<file path="src/rtl/g2b_pkg.sv">
// Shared types and defaults for the bit-serial Gray-to-binary decoder.
package g2b_pkg;

    typedef enum logic [1:0] {
        IDLE = 2'd0,
        CONV = 2'd1,
        DONE = 2'd2
    } state_t;

    localparam int G2B_WIDTH_DEF = 4;

endpackage

</file>
<file path="src/rtl/gray_to_binary_seq_if.sv">
// Handshake bundle for gray_to_binary_seq: Gray word in, binary word out, status.
interface gray_to_binary_seq_if
    import g2b_pkg::*;
#(
    parameter int WIDTH = G2B_WIDTH_DEF
);
    logic             in_valid;
    logic             in_ready;
    logic [WIDTH-1:0] gray_in;
    logic             out_valid;
    logic             out_ready;
    logic [WIDTH-1:0] bin_out;
    logic             busy;
    logic             step_err;

    modport master (
        output in_valid, gray_in, out_ready,
        input  in_ready, out_valid, bin_out, busy, step_err
    );

    modport slave (
        input  in_valid, gray_in, out_ready,
        output in_ready, out_valid, bin_out, busy, step_err
    );
endinterface

</file>
<file path="src/rtl/gray_step_check.sv">
// Flags accepted Gray words that differ from the previous accepted word in other
// than exactly one bit. The first word after reset is never flagged.
module gray_step_check #(
    parameter int WIDTH = 4
) (
    input  logic             clk,
    input  logic             rst,
    input  logic             accept,
    input  logic [WIDTH-1:0] gray_in,
    output logic             step_err
);

    logic [WIDTH-1:0] prev_gray_r;
    logic             first_r;
    logic             step_err_r;
    logic             bad_step_s;

    // True when exactly one bit of d is set (popcount == 1).
    function automatic logic one_bit_set(input logic [WIDTH-1:0] d);
        logic [WIDTH-1:0] dm1;
        dm1 = d - {{(WIDTH-1){1'b0}}, 1'b1};
        return (d != {WIDTH{1'b0}}) && ((d & dm1) == {WIDTH{1'b0}});
    endfunction

    // Violation on this accept, before prev/first are updated.
    always_comb begin
        bad_step_s = 1'b0;
        if (accept && !first_r) begin
            bad_step_s = !one_bit_set(prev_gray_r ^ gray_in);
        end else begin
            bad_step_s = 1'b0;
        end
    end

    // History register, first-word flag and the one-cycle error pulse.
    always_ff @(posedge clk or posedge rst) begin
        if (rst) begin
            prev_gray_r <= {WIDTH{1'b0}};
            first_r     <= 1'b1;
            step_err_r  <= 1'b0;
        end else begin
            step_err_r <= bad_step_s;
            if (accept) begin
                prev_gray_r <= gray_in;
                first_r     <= 1'b0;
            end else begin
                prev_gray_r <= prev_gray_r;
                first_r     <= first_r;
            end
        end
    end

    assign step_err = step_err_r;

endmodule

</file>
<file path="src/rtl/gray_to_binary_seq.sv">
// Bit-serial Gray-to-binary decoder, MSB first, one bit per clock, valid/ready on both sides.
// Optional build macro STEP_CHECK_EN adds the Gray single-step checker on step_err.
module gray_to_binary_seq
    import g2b_pkg::*;
#(
    parameter int WIDTH = G2B_WIDTH_DEF
) (
    input logic                  clk,
    input logic                  rst,
    gray_to_binary_seq_if.slave  bus
);

    localparam int               IDX_W   = (WIDTH > 2) ? $clog2(WIDTH) : 1;
    localparam logic [IDX_W-1:0] IDX_MAX = IDX_W'(WIDTH - 1);

    state_t           state_r;
    state_t           state_s;
    logic [WIDTH-1:0] g_reg_r;
    logic [WIDTH-1:0] b_reg_r;
    logic [WIDTH-1:0] b_next_s;
    logic [WIDTH-1:0] bin_out_r;
    logic [IDX_W-1:0] idx_r;
    logic             out_valid_r;
    logic             busy_r;
    logic             accept_s;
    logic             release_s;
    logic             last_s;
    logic             upper_s;

    assign accept_s  = (state_r == IDLE) && bus.in_valid;
    assign release_s = (state_r == DONE) && bus.out_ready;
    assign last_s    = (state_r == CONV) && (idx_r == {IDX_W{1'b0}});

    // State register.
    always_ff @(posedge clk or posedge rst) begin
        if (rst) begin
            state_r <= IDLE;
        end else begin
            state_r <= state_s;
        end
    end

    // Next-state logic.
    always_comb begin
        state_s = state_r;
        case (state_r)
            IDLE: begin
                if (accept_s) state_s = CONV;
                else          state_s = IDLE;
            end
            CONV: begin
                if (last_s) state_s = DONE;
                else        state_s = CONV;
            end
            DONE: begin
                if (release_s) state_s = IDLE;
                else           state_s = DONE;
            end
            default: state_s = IDLE;
        endcase
    end

    // Resolve bit idx: MSB copies Gray, lower bits XOR with the already-resolved bit above.
    always_comb begin
        upper_s  = 1'b0;
        b_next_s = b_reg_r;
        if (idx_r == IDX_MAX) begin
            upper_s = 1'b0;
        end else begin
            upper_s = b_reg_r[idx_r + IDX_W'(1)];
        end
        b_next_s[idx_r] = upper_s ^ g_reg_r[idx_r];
    end

    // Datapath: capture, shift-resolve, and the registered output handshake.
    always_ff @(posedge clk or posedge rst) begin
        if (rst) begin
            g_reg_r     <= {WIDTH{1'b0}};
            b_reg_r     <= {WIDTH{1'b0}};
            idx_r       <= IDX_MAX;
            bin_out_r   <= {WIDTH{1'b0}};
            out_valid_r <= 1'b0;
            busy_r      <= 1'b0;
        end else if (accept_s) begin
            g_reg_r <= bus.gray_in;
            b_reg_r <= {WIDTH{1'b0}};
            idx_r   <= IDX_MAX;
            busy_r  <= 1'b1;
        end else if (state_r == CONV) begin
            b_reg_r <= b_next_s;
            if (last_s) begin
                bin_out_r   <= b_next_s;
                out_valid_r <= 1'b1;
            end else begin
                idx_r <= idx_r - IDX_W'(1);
            end
        end else if (release_s) begin
            out_valid_r <= 1'b0;
            busy_r      <= 1'b0;
        end else begin
            out_valid_r <= out_valid_r;
        end
    end

    assign bus.in_ready  = (state_r == IDLE);
    assign bus.out_valid = out_valid_r;
    assign bus.bin_out   = bin_out_r;
    assign bus.busy      = busy_r;

`ifdef STEP_CHECK_EN
    gray_step_check #(
        .WIDTH (WIDTH)
    ) u_step_check (
        .clk      (clk),
        .rst      (rst),
        .accept   (accept_s),
        .gray_in  (bus.gray_in),
        .step_err (bus.step_err)
    );
`else
    assign bus.step_err = 1'b0;
`endif

endmodule

</file>
<file path="src/flat_wrapper.sv">
// flat-port wrapper written by rule: the top's interface ports become plain ports
module gray_to_binary_seq_flat import g2b_pkg::*;
#(
    parameter int WIDTH = G2B_WIDTH_DEF
)
  (clk, rst, bus_in_valid, bus_gray_in, bus_out_ready, bus_in_ready, bus_out_valid, bus_bin_out, bus_busy, bus_step_err);
  gray_to_binary_seq_if #(.WIDTH(WIDTH)) bus_i ();
  input logic clk;
  input logic rst;
  input wire logic [$bits(bus_i.in_valid)-1:0] bus_in_valid;
  input wire logic [$bits(bus_i.gray_in)-1:0] bus_gray_in;
  input wire logic [$bits(bus_i.out_ready)-1:0] bus_out_ready;
  output wire logic [$bits(bus_i.in_ready)-1:0] bus_in_ready;
  output wire logic [$bits(bus_i.out_valid)-1:0] bus_out_valid;
  output wire logic [$bits(bus_i.bin_out)-1:0] bus_bin_out;
  output wire logic [$bits(bus_i.busy)-1:0] bus_busy;
  output wire logic [$bits(bus_i.step_err)-1:0] bus_step_err;
  assign bus_i.in_valid = bus_in_valid;
  assign bus_i.gray_in = bus_gray_in;
  assign bus_i.out_ready = bus_out_ready;
  assign bus_in_ready = bus_i.in_ready;
  assign bus_out_valid = bus_i.out_valid;
  assign bus_bin_out = bus_i.bin_out;
  assign bus_busy = bus_i.busy;
  assign bus_step_err = bus_i.step_err;
  gray_to_binary_seq #(.WIDTH(WIDTH)) u_core (.clk(clk), .rst(rst), .bus(bus_i));
endmodule
</file>
<file path="config.mk">
export PLATFORM = sky130hd
export DESIGN_NAME = gray_to_binary_seq_flat
export DESIGN_NICKNAME = d
export VERILOG_FILES = /design/src/rtl/g2b_pkg.sv /design/src/rtl/gray_to_binary_seq_if.sv /design/src/rtl/gray_step_check.sv /design/src/rtl/gray_to_binary_seq.sv /design/src/flat_wrapper.sv
export SDC_FILE = /design/constraint.sdc
export NUM_CORES = 1
export LEC_CHECK = 0
export CAP_MARGIN = 20
export CORE_MARGIN = 10
export CORE_UTILIZATION = 55
export CTS_BUF_LIST = sky130_fd_sc_hd__clkbuf_4 sky130_fd_sc_hd__clkbuf_8
export CTS_CLUSTER_DIAMETER = 80
export CTS_CLUSTER_SIZE = 16
export DETAILED_ROUTE_END_ITERATION = 16
export PLACE_DENSITY_LB_ADDON = 0.3
export SLEW_MARGIN = 5
export SYNTH_ARGS = -nofsm -noshare
export SYNTH_HDL_FRONTEND = slang
export SYNTH_SLANG_ARGS = --single-unit
</file>
<file path="constraint.sdc">
create_clock -name clk -period 3.3 [get_ports clk]
set_clock_uncertainty 0.1 [all_clocks]
set_input_delay 0.33 -clock clk [delete_from_list [all_inputs] [get_ports clk]]
set_output_delay 0.33 -clock clk [all_outputs]
set_load 0.01 [all_outputs]
</file>
==> out/metrics.yaml <==
clocking:
  cts_buffer_depth: 2
  ctsHoldBuffers: 0
  cts_made_buffers: 3
  cts_root_buf: "clkbuf_4"
  clkSinkCount: 18
  post-cts-setup-buffer-count: 0
  clk_latency_ns: 0.30
  ctsResizeCount: 0
  clk_pin_slew_worst_paths_ns: 0.10
  cts_tree: "yes"
  htreeDepth: 1
final_layout:
  n_antenna_cell: 0
  nNetsFinal: 124
  stdcell_count: 127
  final_cell_mix: "nand2_1, dfrtp_1, clkdlybuf4s50_1"
  final_layout_size_suffix_gt1_share_pct: 9.009
  layout_commonest_cell: "nand2_1"
  area_growth_pct: 19.45
  nFillCells: 124
global_routing:
  grt_use_total_pct: 10.26
  grt_start_max_net_pins: 19
  gr-total-overflow: 0
  grt_antenna_before_repair: 0
  grt_pass1_wl_um: 2960
  grt_pass1_vias: 675
floorplan:
  core_um2: 1541
  dieArea_um2: 3691
  io_pins: 16
  start_util_pct: 59.25
  rows: 14
  die_w_um: 60.75
  die_height_um: 60.75
critical_path:
  cp_slowest_cell: "dfstp_2"
  worst-setup-path-type: "reg2reg"
  end_kind: "flip-flop"
  critPathBufInv: 1
  critical_path.startpoint_type: "flip-flop"
  path_delay_family: "flip-flops"
  crit_path_max_fanout: 6
  cp.arrival_ns: 2.08
  required_ns: 3.37
  slowest_delay_ns: 0.61
  path_cells: "inv_1, ha_1, mux2i_1, o22ai_2, xnor2_2, o21ai_0"
sta:
  fmax_mhz: 496.6
  finalHoldViolations: 0
  post-route-min-period_ns: 2.014
  fin_setup_tns_ns: 0
  drv_slew: 0
  period_share_pct: 61.02
  max_slew_margin_pct: 56.87
  max_slew.worst_pin.slew_ns: 0.6463
  setup_viol_count_final: 0
  rsz0062_at_grt: "no"
  hold_slack_ns: 0.3045
placed_design:
  io_buffers: 14
  dpl.hpwl_um: 1323
  dp_cells: 123
  gp_congestion: 0.8521
yosys:
  synth_top_family_by_area: "simple AND/OR/NAND/NOR gates"
  synth-adder-area-share_pct: 5.479
  synth_compound_area_share_pct: 15.07
  ys_types: 27
  synth.avg_cell_area_um2: 9.614
  yosys-mux-area-fraction_pct: 5.753
  syn_nets: 107
  synthesis.area_um2: 913.4
  ys_seq_area_share_pct: 49.59
  synthSimpleGateAreaFrac_pct: 17.53
  yosysWarnings: 0
  synth_xor_area_share_pct: 2.740
  synthesis.instances: 95
  ys_seq_elements: 18
hold_path:
  min_path_type: "in2async"
drt:
  ant_nets: 0
  post_drt_wl_per_cell_um: 13.94
  route.detailed.drc: 0
  wirelength_um: 1770
  vias_per_cell: 5.449
  first_pass_iters: 7
  routed-via-count: 692
  drtIter0Drc: 10
run_status:
  outcome: "completed"
power:
  power_density_nw_per_um2: 954.0
  power_leakage_nw: 0.4931
  max-vdd-ir-drop_mv: 0.6131
run:
  max-cap-violations: 0
-- registers in the layout (all words and copies together), names as in the netlist --
| name | flops |
|---|---|
| u_core.state_r | 2 |
| u_core.b_reg_r | 4 |
| u_core.bus.bin_out | 4 |
| u_core.idx_r | 2 |
| u_core.bus.busy | 1 |
| u_core.bus.out_valid | 1 |
| u_core.g_reg_r | 4 |
-- metal layers --
layer	vias to the layer above	global-route usage, %	wire [µm]
met1	316	13.14	782
met3	2	2.714	112
met4	0	3.762	9
met5	-	0	0
li1	352	-	-
met2	22	16.16	865
-- synthesized netlist by cell type --
cell	n	area share [%]
nand2_1	22	9.0
dfrtp_1	16	44
o21ai_0	11	6.0
a21oi_1	8	4.4
inv_1	5	2.1
ha_1	4	5.5
mux2i_1	3	3.3
dfstp_2	2	5.8
nand2b_1	2	1.4
nand3_1	2	1.1
nor2_1	2	0.82
nor2b_1	2	1.4
nor3b_1	2	1.6
a32o_1	1	1.1
and2_1	1	0.69
buf_2	1	0.55
buf_4	1	0.82
conb_1	1	0.41
mux4_2	1	2.5
nand3b_1	1	0.82
o211ai_1	1	0.82
o21ai_1	1	0.55
o22ai_2	1	1.4
o31ai_1	1	0.82
or2_2	1	0.69
xnor2_1	1	0.96
xnor2_2	1	1.8
-- metrics by stage --
step	util [%]	total power [mW]	area [µm²]	setup slack [ns]
final	70.78	1.041	1091	1.286
after global routing	70.78	1.122	1091	1.180
after CTS	70.78	1.045	1091	1.299
after detailed placement	68.83	0.9206	1061	1.313
after global placement	68.83	0.9072	1061	1.402
after floorplan	-	0.7664	913.4	1.479
-- path summary, 6_finish.rpt --
check | start | slack, ns | to | cells past startpoint
max | u_core.idx_r[0]$_DFFE_PP1P_ | 1.29 | u_core.bus.bin_out[0]$_DFFE_PP0P_ | 6
min | rst | 0.30 | u_core.bus.busy$_DFFE_PP0P_ | 2
max reg2reg | u_core.idx_r[0]$_DFFE_PP1P_ | 1.29 | u_core.bus.bin_out[0]$_DFFE_PP0P_ | 6
min reg2reg | u_core.g_reg_r[3]$_DFFE_PP0P_ | 0.38 | u_core.g_reg_r[3]$_DFFE_PP0P_ | 2
max in group asynchronous | rst | 2.37 | u_core.bus.bin_out[0]$_DFFE_PP0P_ | 2
min in group clk | u_core.g_reg_r[3]$_DFFE_PP0P_ | 0.38 | u_core.g_reg_r[3]$_DFFE_PP0P_ | 2
-- cell families (layout without fill, tap and decap cells) --
family,count (synthesis),count (layout)
AND/OR/NAND/NOR,35,35
AO/OA/AOI/OAI,24,24
flip-flops,18,18
buffers and inverters,7,23
adder cells (fa/ha/maj),4,4
multiplexers,4,4
XOR/XNOR,2,2
other,1,1
-- cell type report --
class	count	area (µm²)	area share, %
Sequential cell	18	452.9	41.51
Clock buffer	4	30.03	2.752
Inverter	5	18.77	1.720
Tap cell	16	20.02	1.835
Multi-Input combinational cell	70	429.2	39.33
Timing Repair Buffer	14	140.1	12.84
-- report_power, final --
part / internal, mW / switching [mW] / total (mW)
combinational: 0.246 / 0.273 / 0.519
sequential: 0.319 / 0.0793 / 0.398
clock: 0.0553 / 0.0677 / 0.123
Note: power is estimated with default switching activity, not from simulation.
